## src/rtl/alu_pkg.sv

```systemverilog
// Shared definitions for the multi-cycle execute ALU: opcodes, FSM encoding
// and the long-operation classifier.
package alu_pkg;

   localparam int OP_W_DEFAULT = 5;

   localparam logic [OP_W_DEFAULT-1:0] ALUOp_nop   = 5'b00000;
   localparam logic [OP_W_DEFAULT-1:0] ALUOp_lui   = 5'b00001;
   localparam logic [OP_W_DEFAULT-1:0] ALUOp_auipc = 5'b00010;
   localparam logic [OP_W_DEFAULT-1:0] ALUOp_add   = 5'b00011;
   localparam logic [OP_W_DEFAULT-1:0] ALUOp_sub   = 5'b00100;
   localparam logic [OP_W_DEFAULT-1:0] ALUOp_and   = 5'b00101;
   localparam logic [OP_W_DEFAULT-1:0] ALUOp_or    = 5'b00110;
   localparam logic [OP_W_DEFAULT-1:0] ALUOp_xor   = 5'b00111;
   localparam logic [OP_W_DEFAULT-1:0] ALUOp_sll   = 5'b01000;
   localparam logic [OP_W_DEFAULT-1:0] ALUOp_srl   = 5'b01001;
   localparam logic [OP_W_DEFAULT-1:0] ALUOp_sra   = 5'b01010;
   localparam logic [OP_W_DEFAULT-1:0] ALUOp_slt   = 5'b01011;
   localparam logic [OP_W_DEFAULT-1:0] ALUOp_sltu  = 5'b01100;
   localparam logic [OP_W_DEFAULT-1:0] ALUOp_mul   = 5'b01101;
   localparam logic [OP_W_DEFAULT-1:0] ALUOp_div   = 5'b01110;
   localparam logic [OP_W_DEFAULT-1:0] ALUOp_divu  = 5'b01111;
   localparam logic [OP_W_DEFAULT-1:0] ALUOp_rem   = 5'b10000;
   localparam logic [OP_W_DEFAULT-1:0] ALUOp_remu  = 5'b10001;

   typedef enum logic [1:0] {
      IDLE = 2'd0,
      MUL  = 2'd1,
      DIV  = 2'd2
   } state_e;

   function automatic logic is_long_op(input logic [OP_W_DEFAULT-1:0] op);
      return (op == ALUOp_mul) || (op == ALUOp_div) || (op == ALUOp_divu) ||
             (op == ALUOp_rem) || (op == ALUOp_remu);
   endfunction

endpackage

```

## src/rtl/alu_divider.sv

```systemverilog
// Restoring divider: WIDTH iterations on magnitudes, then one sign fix-up
// cycle during which done is high and result is valid.
module alu_divider #(
   parameter int WIDTH = 32
) (
   input  logic             clk,
   input  logic             rst,
   input  logic             start,
   input  logic             is_signed,
   input  logic             want_rem,
   input  logic [WIDTH-1:0] a,
   input  logic [WIDTH-1:0] b,
   output logic             done,
   output logic [WIDTH-1:0] result
);

   localparam int CW = $clog2(WIDTH);
   localparam logic [CW-1:0] LAST_ITER = CW'(WIDTH - 1);
   localparam logic [WIDTH-1:0] MIN_INT = {1'b1, {(WIDTH-1){1'b0}}};

   logic run_q, run_d, fix_q, fix_d;
   logic [CW-1:0] cnt_q, cnt_d;
   logic [WIDTH-1:0] quot_q, quot_d, rem_q, rem_d, dvs_q, dvs_d, a_q, a_d;
   logic neg_q_q, neg_q_d, neg_r_q, neg_r_d, div0_q, div0_d, ovf_q, ovf_d;
   logic sel_rem_q, sel_rem_d;

   logic a_neg, b_neg;
   logic [WIDTH:0] rem_sh, diff;
   logic [WIDTH-1:0] q_fix, r_fix;

   assign a_neg  = is_signed && a[WIDTH-1];
   assign b_neg  = is_signed && b[WIDTH-1];
   assign rem_sh = {rem_q, quot_q[WIDTH-1]};
   assign diff   = rem_sh - {1'b0, dvs_q};

   always_comb begin
      run_d     = run_q;
      fix_d     = 1'b0;
      cnt_d     = cnt_q;
      quot_d    = quot_q;
      rem_d     = rem_q;
      dvs_d     = dvs_q;
      a_d       = a_q;
      neg_q_d   = neg_q_q;
      neg_r_d   = neg_r_q;
      div0_d    = div0_q;
      ovf_d     = ovf_q;
      sel_rem_d = sel_rem_q;
      if (start) begin
         run_d     = 1'b1;
         cnt_d     = '0;
         quot_d    = a_neg ? (-a) : a;
         dvs_d     = b_neg ? (-b) : b;
         rem_d     = '0;
         a_d       = a;
         neg_q_d   = a_neg ^ b_neg;
         neg_r_d   = a_neg;
         div0_d    = (b == '0);
         ovf_d     = is_signed && (a == MIN_INT) && (b == '1);
         sel_rem_d = want_rem;
      end else if (run_q) begin
         // Keep the trial difference only when it did not borrow.
         quot_d = {quot_q[WIDTH-2:0], ~diff[WIDTH]};
         rem_d  = diff[WIDTH] ? rem_sh[WIDTH-1:0] : diff[WIDTH-1:0];
         cnt_d  = cnt_q + 1'b1;
         if (cnt_q == LAST_ITER) begin
            run_d = 1'b0;
            fix_d = 1'b1;
         end
      end
   end

   always_comb begin
      q_fix = neg_q_q ? (-quot_q) : quot_q;
      r_fix = neg_r_q ? (-rem_q) : rem_q;
      if (div0_q) begin
         q_fix = '1;
         r_fix = a_q;
      end else if (ovf_q) begin
         q_fix = a_q;
         r_fix = '0;
      end
      result = sel_rem_q ? r_fix : q_fix;
   end

   assign done = fix_q;

   always_ff @(posedge clk) begin
      if (rst) begin
         run_q <= 1'b0;
         fix_q <= 1'b0;
         cnt_q <= '0;
      end else begin
         run_q <= run_d;
         fix_q <= fix_d;
         cnt_q <= cnt_d;
      end
   end

   always_ff @(posedge clk) begin
      quot_q    <= quot_d;
      rem_q     <= rem_d;
      dvs_q     <= dvs_d;
      a_q       <= a_d;
      neg_q_q   <= neg_q_d;
      neg_r_q   <= neg_r_d;
      div0_q    <= div0_d;
      ovf_q     <= ovf_d;
      sel_rem_q <= sel_rem_d;
   end

endmodule

```

## src/rtl/alu_mc.sv

```systemverilog
// Multi-cycle EX-stage ALU with valid/ready on both sides: single-cycle ops,
// shift-add multiply and restoring divide/remainder.
module alu_mc
   import alu_pkg::*;
#(
   parameter int WIDTH = 32,
   parameter int OP_W  = OP_W_DEFAULT
) (
   input  logic             clk,
   input  logic             rst,
   input  logic             in_valid,
   output logic             in_ready,
   input  logic [WIDTH-1:0] A,
   input  logic [WIDTH-1:0] B,
   input  logic [OP_W-1:0]  ALUOp,
   output logic             out_valid,
   input  logic             out_ready,
   output logic [WIDTH-1:0] C,
   output logic             Zero,
   output logic             busy
);

   localparam int SHW = $clog2(WIDTH);
   localparam logic [SHW-1:0] LAST_ITER = SHW'(WIDTH - 1);

   state_e state_q, state_d;
   logic [SHW-1:0] cnt_q, cnt_d;
   logic [WIDTH-1:0] c_q, c_d;
   logic zero_q, zero_d, out_valid_q, out_valid_d;
   logic [WIDTH-1:0] mcand_q, mcand_d, mplier_q, mplier_d, acc_q, acc_d;

   logic accept, long_op, div_start, div_signed, div_rem, div_done;
   logic [WIDTH-1:0] div_result, alu_res, acc_step;
   logic [SHW-1:0] shamt;
   logic signed [WIDTH-1:0] a_s, b_s;

   assign a_s        = A;
   assign b_s        = B;
   assign shamt      = B[SHW-1:0];
   assign long_op    = is_long_op(ALUOp);
   assign accept     = in_valid && in_ready;
   assign div_start  = accept && long_op && (ALUOp != ALUOp_mul);
   assign div_signed = (ALUOp == ALUOp_div) || (ALUOp == ALUOp_rem);
   assign div_rem    = (ALUOp == ALUOp_rem) || (ALUOp == ALUOp_remu);
   assign acc_step   = acc_q + (mplier_q[0] ? mcand_q : '0);

   alu_divider #(.WIDTH(WIDTH)) u_div (
      .clk       (clk),
      .rst       (rst),
      .start     (div_start),
      .is_signed (div_signed),
      .want_rem  (div_rem),
      .a         (A),
      .b         (B),
      .done      (div_done),
      .result    (div_result)
   );

   always_comb begin
      alu_res = '0;
      case (ALUOp)
         ALUOp_lui, ALUOp_auipc, ALUOp_add: alu_res = A + B;
         ALUOp_sub:  alu_res = A - B;
         ALUOp_and:  alu_res = A & B;
         ALUOp_or:   alu_res = A | B;
         ALUOp_xor:  alu_res = A ^ B;
         ALUOp_sll:  alu_res = A << shamt;
         ALUOp_srl:  alu_res = A >> shamt;
         ALUOp_sra:  alu_res = a_s >>> shamt;
         ALUOp_slt:  alu_res = {{(WIDTH-1){1'b0}}, (a_s < b_s)};
         ALUOp_sltu: alu_res = {{(WIDTH-1){1'b0}}, (A < B)};
         default:    alu_res = '0;
      endcase
   end

   always_ff @(posedge clk) begin
      if (rst) state_q <= IDLE;
      else     state_q <= state_d;
   end

   always_comb begin
      state_d = state_q;
      case (state_q)
         IDLE: if (accept && long_op) state_d = (ALUOp == ALUOp_mul) ? MUL : DIV;
         MUL:  if (cnt_q == LAST_ITER) state_d = IDLE;
         DIV:  if (div_done) state_d = IDLE;
         default: state_d = IDLE;
      endcase
   end

   always_comb begin
      in_ready = (state_q == IDLE) && (!out_valid_q || out_ready);
      busy     = (state_q == MUL) || (state_q == DIV);
   end

   always_comb begin
      cnt_d       = cnt_q;
      c_d         = c_q;
      zero_d      = zero_q;
      out_valid_d = out_valid_q && !out_ready;
      mcand_d     = mcand_q;
      mplier_d    = mplier_q;
      acc_d       = acc_q;
      case (state_q)
         IDLE: if (accept) begin
            if (long_op) begin
               cnt_d    = '0;
               mcand_d  = A;
               mplier_d = B;
               acc_d    = '0;
            end else begin
               // nop completes the handshake but leaves C/Zero untouched.
               out_valid_d = 1'b1;
               if (ALUOp != ALUOp_nop) begin
                  c_d    = alu_res;
                  zero_d = (alu_res == '0);
               end
            end
         end
         MUL: begin
            acc_d    = acc_step;
            mcand_d  = mcand_q << 1;
            mplier_d = mplier_q >> 1;
            cnt_d    = cnt_q + 1'b1;
            if (cnt_q == LAST_ITER) begin
               cnt_d       = '0;
               c_d         = acc_step;
               zero_d      = (acc_step == '0);
               out_valid_d = 1'b1;
            end
         end
         DIV: if (div_done) begin
            c_d         = div_result;
            zero_d      = (div_result == '0);
            out_valid_d = 1'b1;
         end
         default: ;
      endcase
   end

   always_ff @(posedge clk) begin
      if (rst) begin
         cnt_q       <= '0;
         c_q         <= '0;
         zero_q      <= 1'b1;
         out_valid_q <= 1'b0;
      end else begin
         cnt_q       <= cnt_d;
         c_q         <= c_d;
         zero_q      <= zero_d;
         out_valid_q <= out_valid_d;
      end
   end

   always_ff @(posedge clk) begin
      mcand_q  <= mcand_d;
      mplier_q <= mplier_d;
      acc_q    <= acc_d;
   end

   assign C         = c_q;
   assign Zero      = zero_q;
   assign out_valid = out_valid_q;

endmodule

```

## config.mk

```make
export PLATFORM = sky130hd
export DESIGN_NAME = alu_mc
export DESIGN_NICKNAME = d
export VERILOG_FILES = /design/src/rtl/alu_pkg.sv /design/src/rtl/alu_divider.sv /design/src/rtl/alu_mc.sv
export SDC_FILE = /design/constraint.sdc
export NUM_CORES = 1
export LEC_CHECK = 0
export CAP_MARGIN = 20
export CORE_ASPECT_RATIO = 0.8
export CORE_MARGIN = 2
export CORE_UTILIZATION = 40
export CTS_CLUSTER_SIZE = 20
export DETAILED_ROUTE_END_ITERATION = 16
export PLACE_DENSITY = 0.58
export SLEW_MARGIN = 20
export SYNTH_ARGS = -nofsm -noshare
export SYNTH_HDL_FRONTEND = slang
export SYNTH_SLANG_ARGS = --single-unit
```

## constraint.sdc

```tcl
create_clock -name clk -period 9.03 [get_ports clk]
set_clock_uncertainty 0.05 [all_clocks]
set_input_delay 2.709 -clock clk [delete_from_list [all_inputs] [get_ports clk]]
set_output_delay 2.709 -clock clk [all_outputs]
set_load 0.02 [all_outputs]
```

Yosys cells after proc, flatten, opt, wreduce, memory -nomap -nowiden. Index checks and enable logic that the tools add are counted.

$add $sub $neg: 10. Multiply operators: 0. Div/mod/pow operators: 0. $lt $le $gt $ge: 2. Equality and inequality tests: 31. Shift-type cells: 3. Mux-type cells: 53. Bitwise logic cells: 6. Reductions and logical operators: 34.

Operators by type and width (count): 32-bit 2-to-1 mux (24); 32-bit case mux with 10 select lines (1); 32-bit case mux with 2 select lines (3); 32-bit logical NOT (4); 32-bit negator (4); 32-bit case mux with 3 select lines (1); 32-bit adder (2); 32-bit == test, second input constant (2); 32-bit < comparator (2); 5-bit by 4-bit == test with 1-bit output, second input constant (8); 33-bit by 32-bit subtractor with 33-bit output (1); 32-bit bitwise AND (1); 32-bit bitwise OR (1); 32-bit by 5-bit left shift with 32-bit output (1); 32-bit by 5-bit >> shifter with 32-bit output (1); 32-bit by 5-bit >>> shifter with 32-bit output (1); 32-bit subtractor (1); 32-bit XOR (1); 5-bit by 3-bit == test with 1-bit output, second input constant (4); 5-bit == test, second input constant (4); 5-bit 2-to-1 mux (3); 1-bit 2-to-1 mux (13); 5-bit by 1-bit adder with 5-bit output, second input constant (2); 5-bit by 2-bit == test with 1-bit output, second input constant (2); other kinds (23) (52).

Bits in registers: 277. Bits in latches: 0. Memory bits (writable): 0. ROM bits: 0. Input port bits: 73. Output and inout bits: 36. Logic and storage cells: 159. Memories kept: 0.

Depth between registers and ports, before layout.
Word-level depth: 8. Gate-level depth with buffers: 19. Mapped depth without buffers: 15.

Hierarchy. From an unflattened synthesis, not the netlist that was laid out.

Cells, all modules: 3435. Area, all modules: 27904.3 µm².

By module, submodules not included: alu_mc (times used 1, cells an instance 2183, area an instance 17384.2 µm², seq. area each 3703.6 µm²); alu_divider (times used 1, cells an instance 1252, area an instance 10520.1 µm², seq. area each 3813.7 µm²).

Least setup slack after synthesis. OpenSTA, ideal clock, no wires.

Kind: input -> register. Start: in B[2]. End: reg zero_q (netlist: Zero). Setup time: 0.096 ns. Data arrival time: 6.672 ns. Required time: 8.884 ns. Path slack: 2.212 ns. Stages on the path: 19. Buffers on the path: 5. Path through: buf_2 inv_2 buf_2 buf_1 clkbuf_1 ha_1 buf_2 nor2_1 o311ai_1 a211oi_1 o21a_1 o21ai_0 a311o_1 o32a_1 nor4_1 and4b_1 and4_1 nand3_1 o41ai_2.

Cells in the longest elaborated chain, start to end: 7. Elaborated cells between the ends (all ways): 16. Those cells by class: add/sub (2); order compare (2); shift (3); mux (5); bitwise (3); reduce/logical (1).

Ends and longest elaborated chain: start, declared (RTL line alu_mc.sv:14) `input logic [WIDTH-1:0] B,`; 32-bit subtractor, or another cell as far along (RTL line alu_mc.sv:63) `ALUOp_sub: alu_res = A - B;`; 32-bit case mux with 10 select lines (*) (RTL line alu_mc.sv:61) `case (ALUOp)`; 32-bit logical NOT (*) (RTL line alu_mc.sv:116) `zero_d = (alu_res == '0);`; 1-bit 2-to-1 mux (*) (RTL line alu_mc.sv:114) `if (ALUOp != ALUOp_nop) begin`; 1-bit 2-to-1 mux (*) (RTL line alu_mc.sv:106) `if (long_op) begin`; 1-bit 2-to-1 mux (*) (RTL line alu_mc.sv:105) `IDLE: if (accept) begin`; 1-bit case mux with 3 select lines (*) (RTL line alu_mc.sv:104) `case (state_q)`; end signal, assigned (RTL line alu_mc.sv:150) `zero_q <= zero_d;`; end, declared (RTL line alu_mc.sv:29) `logic zero_q, zero_d, out_valid_q, out_valid_d;`.

Mark *: on every way between the ends. The rest lies on a longest branch, timed or not. The select of a mux whose other input is x is not followed. A chain may end at the register's enable or synchronous reset.

Final worst setup path.
Start: in A[0]. End: reg zero_q (netlist: Zero).

Cells in the longest elaborated chain, start to end: 7. Elaborated cells between the ends (all ways): 16. Those cells by class: add/sub (2); order compare (2); shift (3); mux (5); bitwise (3); reduce/logical (1).

Ends and longest elaborated chain: start, declared (RTL line alu_mc.sv:13) `input logic [WIDTH-1:0] A,`; 32-bit subtractor, or another cell as far along (RTL line alu_mc.sv:63); 32-bit case mux with 10 select lines (*) (RTL line alu_mc.sv:61); 32-bit logical NOT (*) (RTL line alu_mc.sv:116); 1-bit 2-to-1 mux (*) (RTL line alu_mc.sv:114); 1-bit 2-to-1 mux (*) (RTL line alu_mc.sv:106); 1-bit 2-to-1 mux (*) (RTL line alu_mc.sv:105); 1-bit case mux with 3 select lines (*) (RTL line alu_mc.sv:104).

Marked as above.

==> results.yml <==
run_status:
  status: "complete, no violations"
synthesis:
  synth-async-reset-ratio_pct: 0
  synth_cell_types: 92
  yosys.area.top_type: "edfxtp_1"
  syn_area_um2: 27970
  synthAdderAreaFrac_pct: 8.070
  yosysMostFrequentCell: "nand2_1"
  synth-edff-count: 197
  synth_nets: 3721
  synth_warnings: 0
  synth-seq-area-share_pct: 26.88
  synth-simple-area-share_pct: 19.67
  ys_ff_latch: 277
  netlist_instances: 3470
  synth_top_family_by_area: "compound AO/OA/AOI/OAI gates"
  synthTopCellsByCount: "347 x nand2_1, 289 x o21ai_0, 274 x nor2_1"
  ys_top_cells_by_area: "edfxtp_1 21%, ha_1 7.8%, dfxtp_1 5.7%, o21ai_0 5.2%, a21oi_1 4.7%"
  synthMuxAreaShare_pct: 7.659
  synthFlopType: "edfxtp_1"
  synth_xor_area_share_pct: 5.762
  syn_avg_cell_area_um2: 8.060
  yosysTopAreaCellShare_pct: 21.15
  synth-compound-area-share_pct: 25.96
detailed_routing:
  routed_wl_um: 138900
  drc_errors: 0
  drt_iter0_markers: 4434
  wl_per_cell_um: 31.44
  dr_total_vias: 29230
  drt_first_pass_iters: 6
  vias_per_cell: 6.614
  ant_nets: 0
sta:
  grt_setup_unrepaired: "false"
  slew_headroom_pct: 26.89
  fin_setup_tns_ns: 0
  slew_violations: 0
  hold_viol_final: 0
  final-setup-viol-count: 0
  max_freq_mhz: 136.0
  worst_slew_pin_slew_ns: 1.089
  min_period_ns: 7.355
  holdWs_ns: 0.4048
  finalCritPeriodShare_pct: 81.45
floorplan:
  rows: 86
  boundaryPins: 109
  core_area_um2: 69080
  start_util_pct: 40.49
  dieArea_um2: 72070
  fp.dieH_um: 240.5
  die_w_um: 299.6
job:
  maxCapViolations: 0
final_layout:
  syn2layout_area_growth_pct: 11.81
  fin_area_um2: 31270
  drive_gt1_share_pct: 8.245
  layout.cells.non_filler: 4419
  nNetsFinal: 3717
  fillers: 7010
place:
  dp_hpwl_um: 108200
  dpl.cell_count: 4353
  place_area_um2: 29950
  io_buffers: 108
  routabilityCongestion: 1.072
clocking:
  cts_resized: 0
  postCtsSetupBuffers: 0
  clk_pin_slew_ns: 0.06
  cts.sinks: 277
  htreeDepth: 2
  cts_root_buf: "clkbuf_16"
  clock_latency_ns: 0.62
  cts_tree: "built"
  clock_path_buffers: 3
  postCtsHoldBufs: 0
  numCtsBuffers: 35
pwr:
  p_per_area_nw_per_um2: 232.6
  leakage_nw: 11.80
  ir_worst_vdd_v: 0.0003459
global_routing:
  track_usage_pct: 37.68
  gr-total-overflow: 0
  grt_max_degree: 79
  grt_pass1_wl_um: 197300
  grt_pass1_vias: 26660
  antenna_found_initial: 10
worst_setup_path:
  end_kind: "register"
  worstPathMaxFanout: 8
  crit_arrival_ns: 7.79
  worstSetupStartpointType: "input pin"
  crit_required_ns: 9.46
  worstSetupPathType: "in -> reg"
min_path:
  hp-class: "reg -> reg"
-- report_power, final --
group	leakage, nW	internal, W	switching [W]
Sequential	2.48	0.00172	0.000271
Clock	0.628	0.000968	0.000659
Combinational	8.69	0.00129	0.00236
-- worst max-delay path, cell delays in order --
cell and delay [ns]:
clkdlybuf4s50_1 0.66, inv_1 0.21, ha_1 0.29, fa_1 0.44
nor2_1 0.16, o311ai_1 0.14, a211oi_1 0.53, nor2_1 0.20
mux2_2 0.33, a2111oi_1 0.63, nand2_1 0.11, nor4_1 0.55
and4b_1 0.31, and4_1 0.22, nand3_1 0.10, o41ai_2 0.20
-- metrics by stage --
step	setup slack, ns	total power [W]	util [%]
floorplan	2.212	0.004317	-
global placement	1.174	0.005546	43.35
detailed placement	1.197	0.005539	43.35
CTS	1.799	0.007177	45.25
global route	1.401	0.007625	45.26
finish	1.675	0.007274	45.27
-- sequential cells by signal (all words and copies together), names as in the netlist, 2 cells and up --
signal and cells:
state_q 2, cnt_q 5, u_div.dvs_q 32, C 32
u_div.a_q 32, u_div.quot_q 32, mplier_q 32, u_div.rem_q 32
acc_q 32, u_div.cnt_q 5, mcand_q 32
-- worst paths after layout --
check | end | from | cells after the start | slack (ns)
min | C[16] | C[16] | 2 | 0.40
max | Zero | A[0] | 16 | 1.67
max reg2reg | u_div.quot_q[0] | u_div.quot_q[31] | 13 | 3.43
min reg2reg | C[16] | C[16] | 2 | 0.40
-- area by class of cell --
| class | count | area, µm² | area share [%] |
|---|---|---|---|
| multi-input cells | 2779 | 18830 | 60.22 |
| flip-flops and latches | 277 | 7518 | 24.04 |
| repair buffers | 207 | 1824 | 5.834 |
| clock inverters | 14 | 220.2 | 0.7042 |
| well taps | 924 | 1156 | 3.697 |
| clock buffers | 50 | 1090 | 3.485 |
| inverters | 166 | 626.9 | 2.005 |
| diodes | 2 | 5.005 | 0.01600 |
-- layout by cell type, fill, tap and decap left out, types with 16 or more instances in the layout --
master             n
nand4_1           35
mux2i_1          106
o31ai_1           33
ha_1             173
clkdlybuf4s50_1  102
a22oi_1           33
nor4_1            40
mux2_2            24
o211ai_1          51
a21oi_1          265
and3_1            21
or3_1             32
nand3_1           73
buf_4             99
or2_2             16
or4_1             18
xor2_1            47
inv_1            157
o221ai_1          19
clkbuf_16         41
o41ai_1           21
o22ai_1           31
a211oi_1          62
edfxtp_1         197
nor3_1            72
a211o_1           16
a31oi_1           42
o21a_1            28
o21ai_0          289
a21o_1            47
xnor2_1          136
nor2_1           273
nor2b_1           23
and2_1            79
dfxtp_1           79
nand2b_1          37
mux4_2            36
a221oi_1          22
nand2_1          347
-- cells by family (layout without fill, tap and decap cells) --
logic type | count (synthesis) | in the layout
other | 0 | 2
adders and majority gates | 178 | 178
DFF | 277 | 277
xor gates and xnor gates | 184 | 184
muxes | 166 | 166
buffers and inverters | 414 | 437
AOI/OAI and AO/OA | 1121 | 1121
and+or+nand+nor | 1130 | 1130
-- layer usage --
metal	vias up	share of wire, %	global-route usage [%]
met5	-	0.025	0
met1	14120	43	52.93
li1	12900	-	-
met4	6	3.9	13.47
met3	281	13	12.06
met2	1920	40	53.80
No activity file was read; power rests on OpenSTA's default activity.
